### config.mk
export PLATFORM = sky130hd
export DESIGN_NAME = mem_arbiter
export DESIGN_NICKNAME = d
export VERILOG_FILES = /design/src/rtl/mem_arbiter.sv
export SDC_FILE = /design/constraint.sdc
export NUM_CORES = 1
export LEC_CHECK = 0
export CELL_PAD_IN_SITES_DETAIL_PLACEMENT = 1
export CELL_PAD_IN_SITES_GLOBAL_PLACEMENT = 2
export CORE_ASPECT_RATIO = 0.6
export CORE_UTILIZATION = 21
export DETAILED_ROUTE_END_ITERATION = 12
export PLACE_DENSITY = 0.82
export SLEW_MARGIN = 20
export SYNTH_ARGS = -nofsm -noshare
export SYNTH_HDL_FRONTEND = slang
export SYNTH_SLANG_ARGS = --single-unit
### constraint.sdc
create_clock -name clk -period 6.5 [get_ports clk]
set_input_delay 1.3 -clock clk [delete_from_list [all_inputs] [get_ports clk]]
set_output_delay 1.3 -clock clk [all_outputs]
set_load 0.1 [all_outputs]
### src/rtl/mem_arbiter.sv
// Round-robin fetch/load-store arbiter for one synchronous word memory; grant and strobe in the request cycle, valid one cycle later.
// Requests are held until granted, one access per two cycles; MEM_ARB_ALIGN_CHECK_EN enables misalignment faults.
module mem_arbiter #(
  parameter int MEM_AW = 8
) (
  input  logic              clk,
  input  logic              rst,
  input  logic              if_req,
  input  logic [31:0]       if_addr,
  output logic              if_gnt,
  output logic              if_valid,
  output logic [31:0]       if_rdata,
  input  logic              ls_req,
  input  logic              ls_we,
  input  logic [31:0]       ls_addr,
  input  logic [31:0]       ls_wdata,
  input  logic [2:0]        ls_funct3,
  output logic              ls_gnt,
  output logic              ls_valid,
  output logic              ls_err,
  output logic [31:0]       ls_rdata,
  output logic              mem_en,
  output logic              mem_we,
  output logic [3:0]        mem_be,
  output logic [MEM_AW-1:0] mem_addr,
  output logic [31:0]       mem_wdata,
  input  logic [31:0]       mem_rdata
);

  typedef enum logic [1:0] {IDLE, IF_WAIT, LS_WAIT} state_t;

  state_t      state;
  logic        last_ls;
  logic [2:0]  lat_f3;
  logic [1:0]  lat_off;
  logic        lat_we;
  logic        lat_err;
  logic [31:0] if_hold;
  logic [31:0] ls_hold;
  logic        idle;
  logic        f3_rsvd;
  logic        misalign;
  logic        ls_bad;
  logic        ls_go;
  logic [31:0] ls_fmt;
  logic        unused;

  function automatic logic [31:0] load_fmt(input logic [2:0] f3, input logic [1:0] off,
                                           input logic [31:0] w);
    logic [31:0] sh;
    logic [7:0]  b;
    logic [15:0] h;
    sh = w >> {off, 3'b000};
    b  = sh[7:0];
    h  = off[1] ? w[31:16] : w[15:0];
    case (f3)
      3'b000:  load_fmt = {{24{b[7]}}, b};
      3'b100:  load_fmt = {24'd0, b};
      3'b001:  load_fmt = {{16{h[15]}}, h};
      3'b101:  load_fmt = {16'd0, h};
      3'b010:  load_fmt = w;
      default: load_fmt = 32'd0;
    endcase
  endfunction

  // grants are combinational so the memory sees the strobe in the request cycle
  assign idle   = (state == IDLE) && !rst;
  assign ls_gnt = idle && ls_req && (!if_req || !last_ls);
  assign if_gnt = idle && if_req && (!ls_req || last_ls);

  assign f3_rsvd = (ls_funct3 == 3'b011) || (ls_funct3[2:1] == 2'b11);
`ifdef MEM_ARB_ALIGN_CHECK_EN
  assign misalign = ((ls_funct3[1:0] == 2'b01) && ls_addr[0]) ||
                    ((ls_funct3[1:0] == 2'b10) && (ls_addr[1:0] != 2'b00));
`else
  assign misalign = 1'b0;
`endif
  assign ls_bad = f3_rsvd || misalign;
  assign ls_go  = ls_gnt && !ls_bad;

  assign mem_en   = if_gnt || ls_go;
  assign mem_we   = ls_go && ls_we;
  assign mem_addr = if_gnt ? if_addr[MEM_AW+1:2] :
                    ls_go  ? ls_addr[MEM_AW+1:2] : '0;

  always_comb begin
    mem_be    = 4'b0000;
    mem_wdata = 32'd0;
    if (mem_we) begin
      case (ls_funct3[1:0])
        2'b00: begin
          mem_be    = 4'b0001 << ls_addr[1:0];
          mem_wdata = {4{ls_wdata[7:0]}};
        end
        2'b01: begin
          mem_be    = ls_addr[1] ? 4'b1100 : 4'b0011;
          mem_wdata = {2{ls_wdata[15:0]}};
        end
        default: begin
          mem_be    = 4'b1111;
          mem_wdata = ls_wdata;
        end
      endcase
    end
  end

  assign ls_fmt   = (lat_err || lat_we) ? 32'd0 : load_fmt(lat_f3, lat_off, mem_rdata);
  assign ls_valid = (state == LS_WAIT);
  assign if_valid = (state == IF_WAIT);
  assign ls_err   = ls_valid && lat_err;
  assign ls_rdata = ls_valid ? ls_fmt : ls_hold;
  assign if_rdata = if_valid ? mem_rdata : if_hold;

  always_ff @(posedge clk or posedge rst) begin
    if (rst) begin
      state   <= IDLE;
      last_ls <= 1'b0;
      lat_f3  <= 3'b000;
      lat_off <= 2'b00;
      lat_we  <= 1'b0;
      lat_err <= 1'b0;
      if_hold <= 32'd0;
      ls_hold <= 32'd0;
    end else begin
      case (state)
        IDLE: begin
          if (ls_gnt) begin
            state   <= LS_WAIT;
            last_ls <= 1'b1;
            lat_f3  <= ls_funct3;
            lat_off <= ls_addr[1:0];
            lat_we  <= ls_we;
            lat_err <= ls_bad;
          end else if (if_gnt) begin
            state   <= IF_WAIT;
            last_ls <= 1'b0;
          end
        end
        IF_WAIT: begin
          if_hold <= mem_rdata;
          state   <= IDLE;
        end
        LS_WAIT: begin
          ls_hold <= ls_fmt;
          state   <= IDLE;
        end
        default: state <= IDLE;
      endcase
    end
  end

  // address bits outside the word index are intentionally ignored
  assign unused = ^{if_addr[31:MEM_AW+2], if_addr[1:0], ls_addr[31:MEM_AW+2]};

endmodule

==> results_dict.tcl <==
set metrics [dict create \
    io_buffers 204 \
    drtIter0Drc 246 \
    period_minus_slack_ns 5.31 \
    max_freq_ghz 0.188 \
    viasPerCell 4.65 \
    rsz0062_at_grt "no" \
    tightest_slew_ns 1.03 \
    drv_slew 0 \
    final-hold-violation-count 0 \
    postRouteAntennaNets 0 \
    dp_hpwl_um 11800 \
    clockBufferDepth 2 \
    syn_area_per_cell_um2 10.3 \
    utilization_pct 37.9 \
    grt_pass1_vias 4006 \
    clock_sinks 74 \
    syn_nets 503 \
    antenna_found_initial 0 \
    worst_skew_pair.late_latency_ns 0.33 \
    timing.hold.ws_ns 0.493 \
    cp_data_required_time_ns 5.20 \
    core_area_um2 17400 \
    ios 251 \
    syn_inst 367 \
    root_buffer "clkbuf_16" \
    r2r-start "state[0]" \
    multi_input_area_um2 1760 \
    finalNonFillerCells 802 \
    setup_viol 0 \
    wl_per_cell_um 19.2 \
    vias 3729 \
    synth_top_cells_by_area "dfrtp_1, mux2_2, mux2i_1" \
    drc 0 \
    ir_worst_vdd_mv 0.300 \
    yosysTopAreaCell "dfrtp_1" \
    cts_buffers 9 \
    endpoint_kind "primary output" \
    start_util_pct 21.8 \
    ys_warn_count 0 \
    die_h_um 106 \
    n_fill_cell 1939 \
    antenna_cells 0 \
    post-cts-setup-buffer-count 0 \
    powerDensity_nw_per_um2 531 \
    cpLargestDelayFamily "buffers and inverters" \
    grt_max_degree 75 \
    synth_edf_count 0 \
    max-cap-violations 0 \
    crit_path_top_delay_cell "nand2_1" \
    syn_to_final_growth_pct 74.0 \
    start_kind "input port" \
    finalCritPeriodShare_pct 81.6 \
    run_status "completed" \
    yosysMostFrequentCell "dfrtp_1" \
    cpMostUsedCell "buf_4" \
    fp-row-count 37 \
    ys_seq_area_share_pct 48.8 \
    gr-total-overflow 0 \
    synth_ff_type "dfrtp_1" \
    final-seq-area_um2 1850 \
    worst-path-max-fanout 29 \
    synth-async-reset-ratio_pct 100 \
    die_area_um2 18600 \
    synth_top_cell_area_share_pct 48.8 \
    path_clk_slew_ns 0.06 \
    dr.pass1.iters 4 \
    cts_tree "yes" \
    die_w_um 176 \
    track_usage_pct 17.0 \
    hold_path_class "register to register" \
    drt-total-wl_um 15400 \
    cts.htree.levels 3 \
    placedCellCount 786 \
    routabilityCongestion 0.761 \
    worst_ep_arrival_time_ns 4.01 \
    layout.nets 700 \
    path_class "input port to primary output" \
    synth_seq_cells 74 \
    critPathBufInv 4 \
    slowest_delay_ns 0.63 \
    syn_area_um2 3790 \
    grt_first_pass_wirelength_um 24200 \
    leakagePower_nw 2.88 \
    slew-limit-headroom_pct 30.9 \
    worstHoldStart "ls_hold[6]" \
    hold_buffers 0 \
    cts.repair.resized 0 \
    synthTopCellsByCount "dfrtp_1, mux2_2, nand2_1, o21ai_0, nor2_1" \
    crit_chain "clkdlybuf4s50_1 > buf_4 > o21a_1 > and4b_1 > buf_4 > nand2_1 > a21oi_1 > buf_12" \
    tns_ns 0 \
    synthDistinctLibCells 39 \
    startpoint "ls_funct3[0]" \
    drive_gt1_share_pct 25.0 \
    clock-skew-final_ns 0.00472 \
]
## flip-flops by register name, indices dropped and copies added (netlist names)
register	count
lat_we	1
ls_hold	32
last_ls	1
if_hold	32
lat_err	1
state	2
lat_f3	3
lat_off	2
## layout make-up
cell class,instances,area share [%]
repair buffers,213,34.9
flip-flops and latches,74,28.0
inverters,18,1.04
multi-input cells,248,26.6
clock buffers,11,3.83
well taps,234,4.43
clock inverters,4,1.12
## placed cells by master, fill, tap and decap left out, types with 8 or more instances in the layout
cell	count
nor2_1	30
o211ai_1	8
mux2i_1	17
clkdlybuf4s50_1	129
clkbuf_16	9
a22o_1	8
o21ai_0	31
nand2_1	35
a22oi_1	8
a221o_1	16
dfrtp_1	74
inv_1	17
a21oi_1	20
buf_12	29
buf_4	54
and3_1	10
mux2_2	35
## where the power goes
| part | leakage, nW | internal (mW) | switching, mW | total [mW] |
|---|---|---|---|---|
| combinational | 1.79 | 0.519 | 1.71 | 2.23 |
| clock | 0.162 | 0.356 | 0.195 | 0.550 |
| sequential | 0.927 | 0.644 | 0.0830 | 0.727 |
## worst paths after layout
path | to | slack [ns] | cells past startpoint
setup / recovery | mem_be[1] | 1.19 | 8
hold / removal | ls_hold[6] | 0.49 | 2
setup reg to reg | ls_hold[29] | 4.08 | 6
hold reg to reg | ls_hold[6] | 0.49 | 2
max in group asynchronous | if_hold[4] | 4.19 | 3
min in group asynchronous | if_hold[14] | 1.67 | 3
## layer usage
| metal | routed length [µm] | share of wire (%) | track usage (%) |
|---|---|---|---|
| met4 | 113 | 0.74 | 3.42 |
| met2 | 6980 | 45 | 26.0 |
| met3 | 919 | 6.0 | 3.61 |
| met5 | 0 | 0 | 0 |
| met1 | 7360 | 48 | 24.5 |
## cells by family after synthesis
group                  count (synthesis)  share of synthesized area [%]
muxes                                 53                           15.5
and+or+nand+nor                       93                           11.5
DFF                                   74                           48.8
AOI/OAI and AO/OA                    102                           19.2
buffers and inverters                 45                           5.04
## through the flow
step | cell area [µm²] | total power [mW] | setup slack, ns
after global routing | 6600 | 3.65 | 0.948
after floorplan | 3790 | 2.45 | 1.42
after detailed placement | 6250 | 2.97 | 1.15
after global placement | 6250 | 2.93 | 1.25
after CTS | 6580 | 3.54 | 1.16
final | 6600 | 3.51 | 1.19
## worst min-delay path, cell delays in order (launching register included)
cell     delay, ns
dfrtp_1       0.32
nand2_1       0.04
o21ai_0       0.09
No activity file was read; power rests on OpenSTA's default activity.
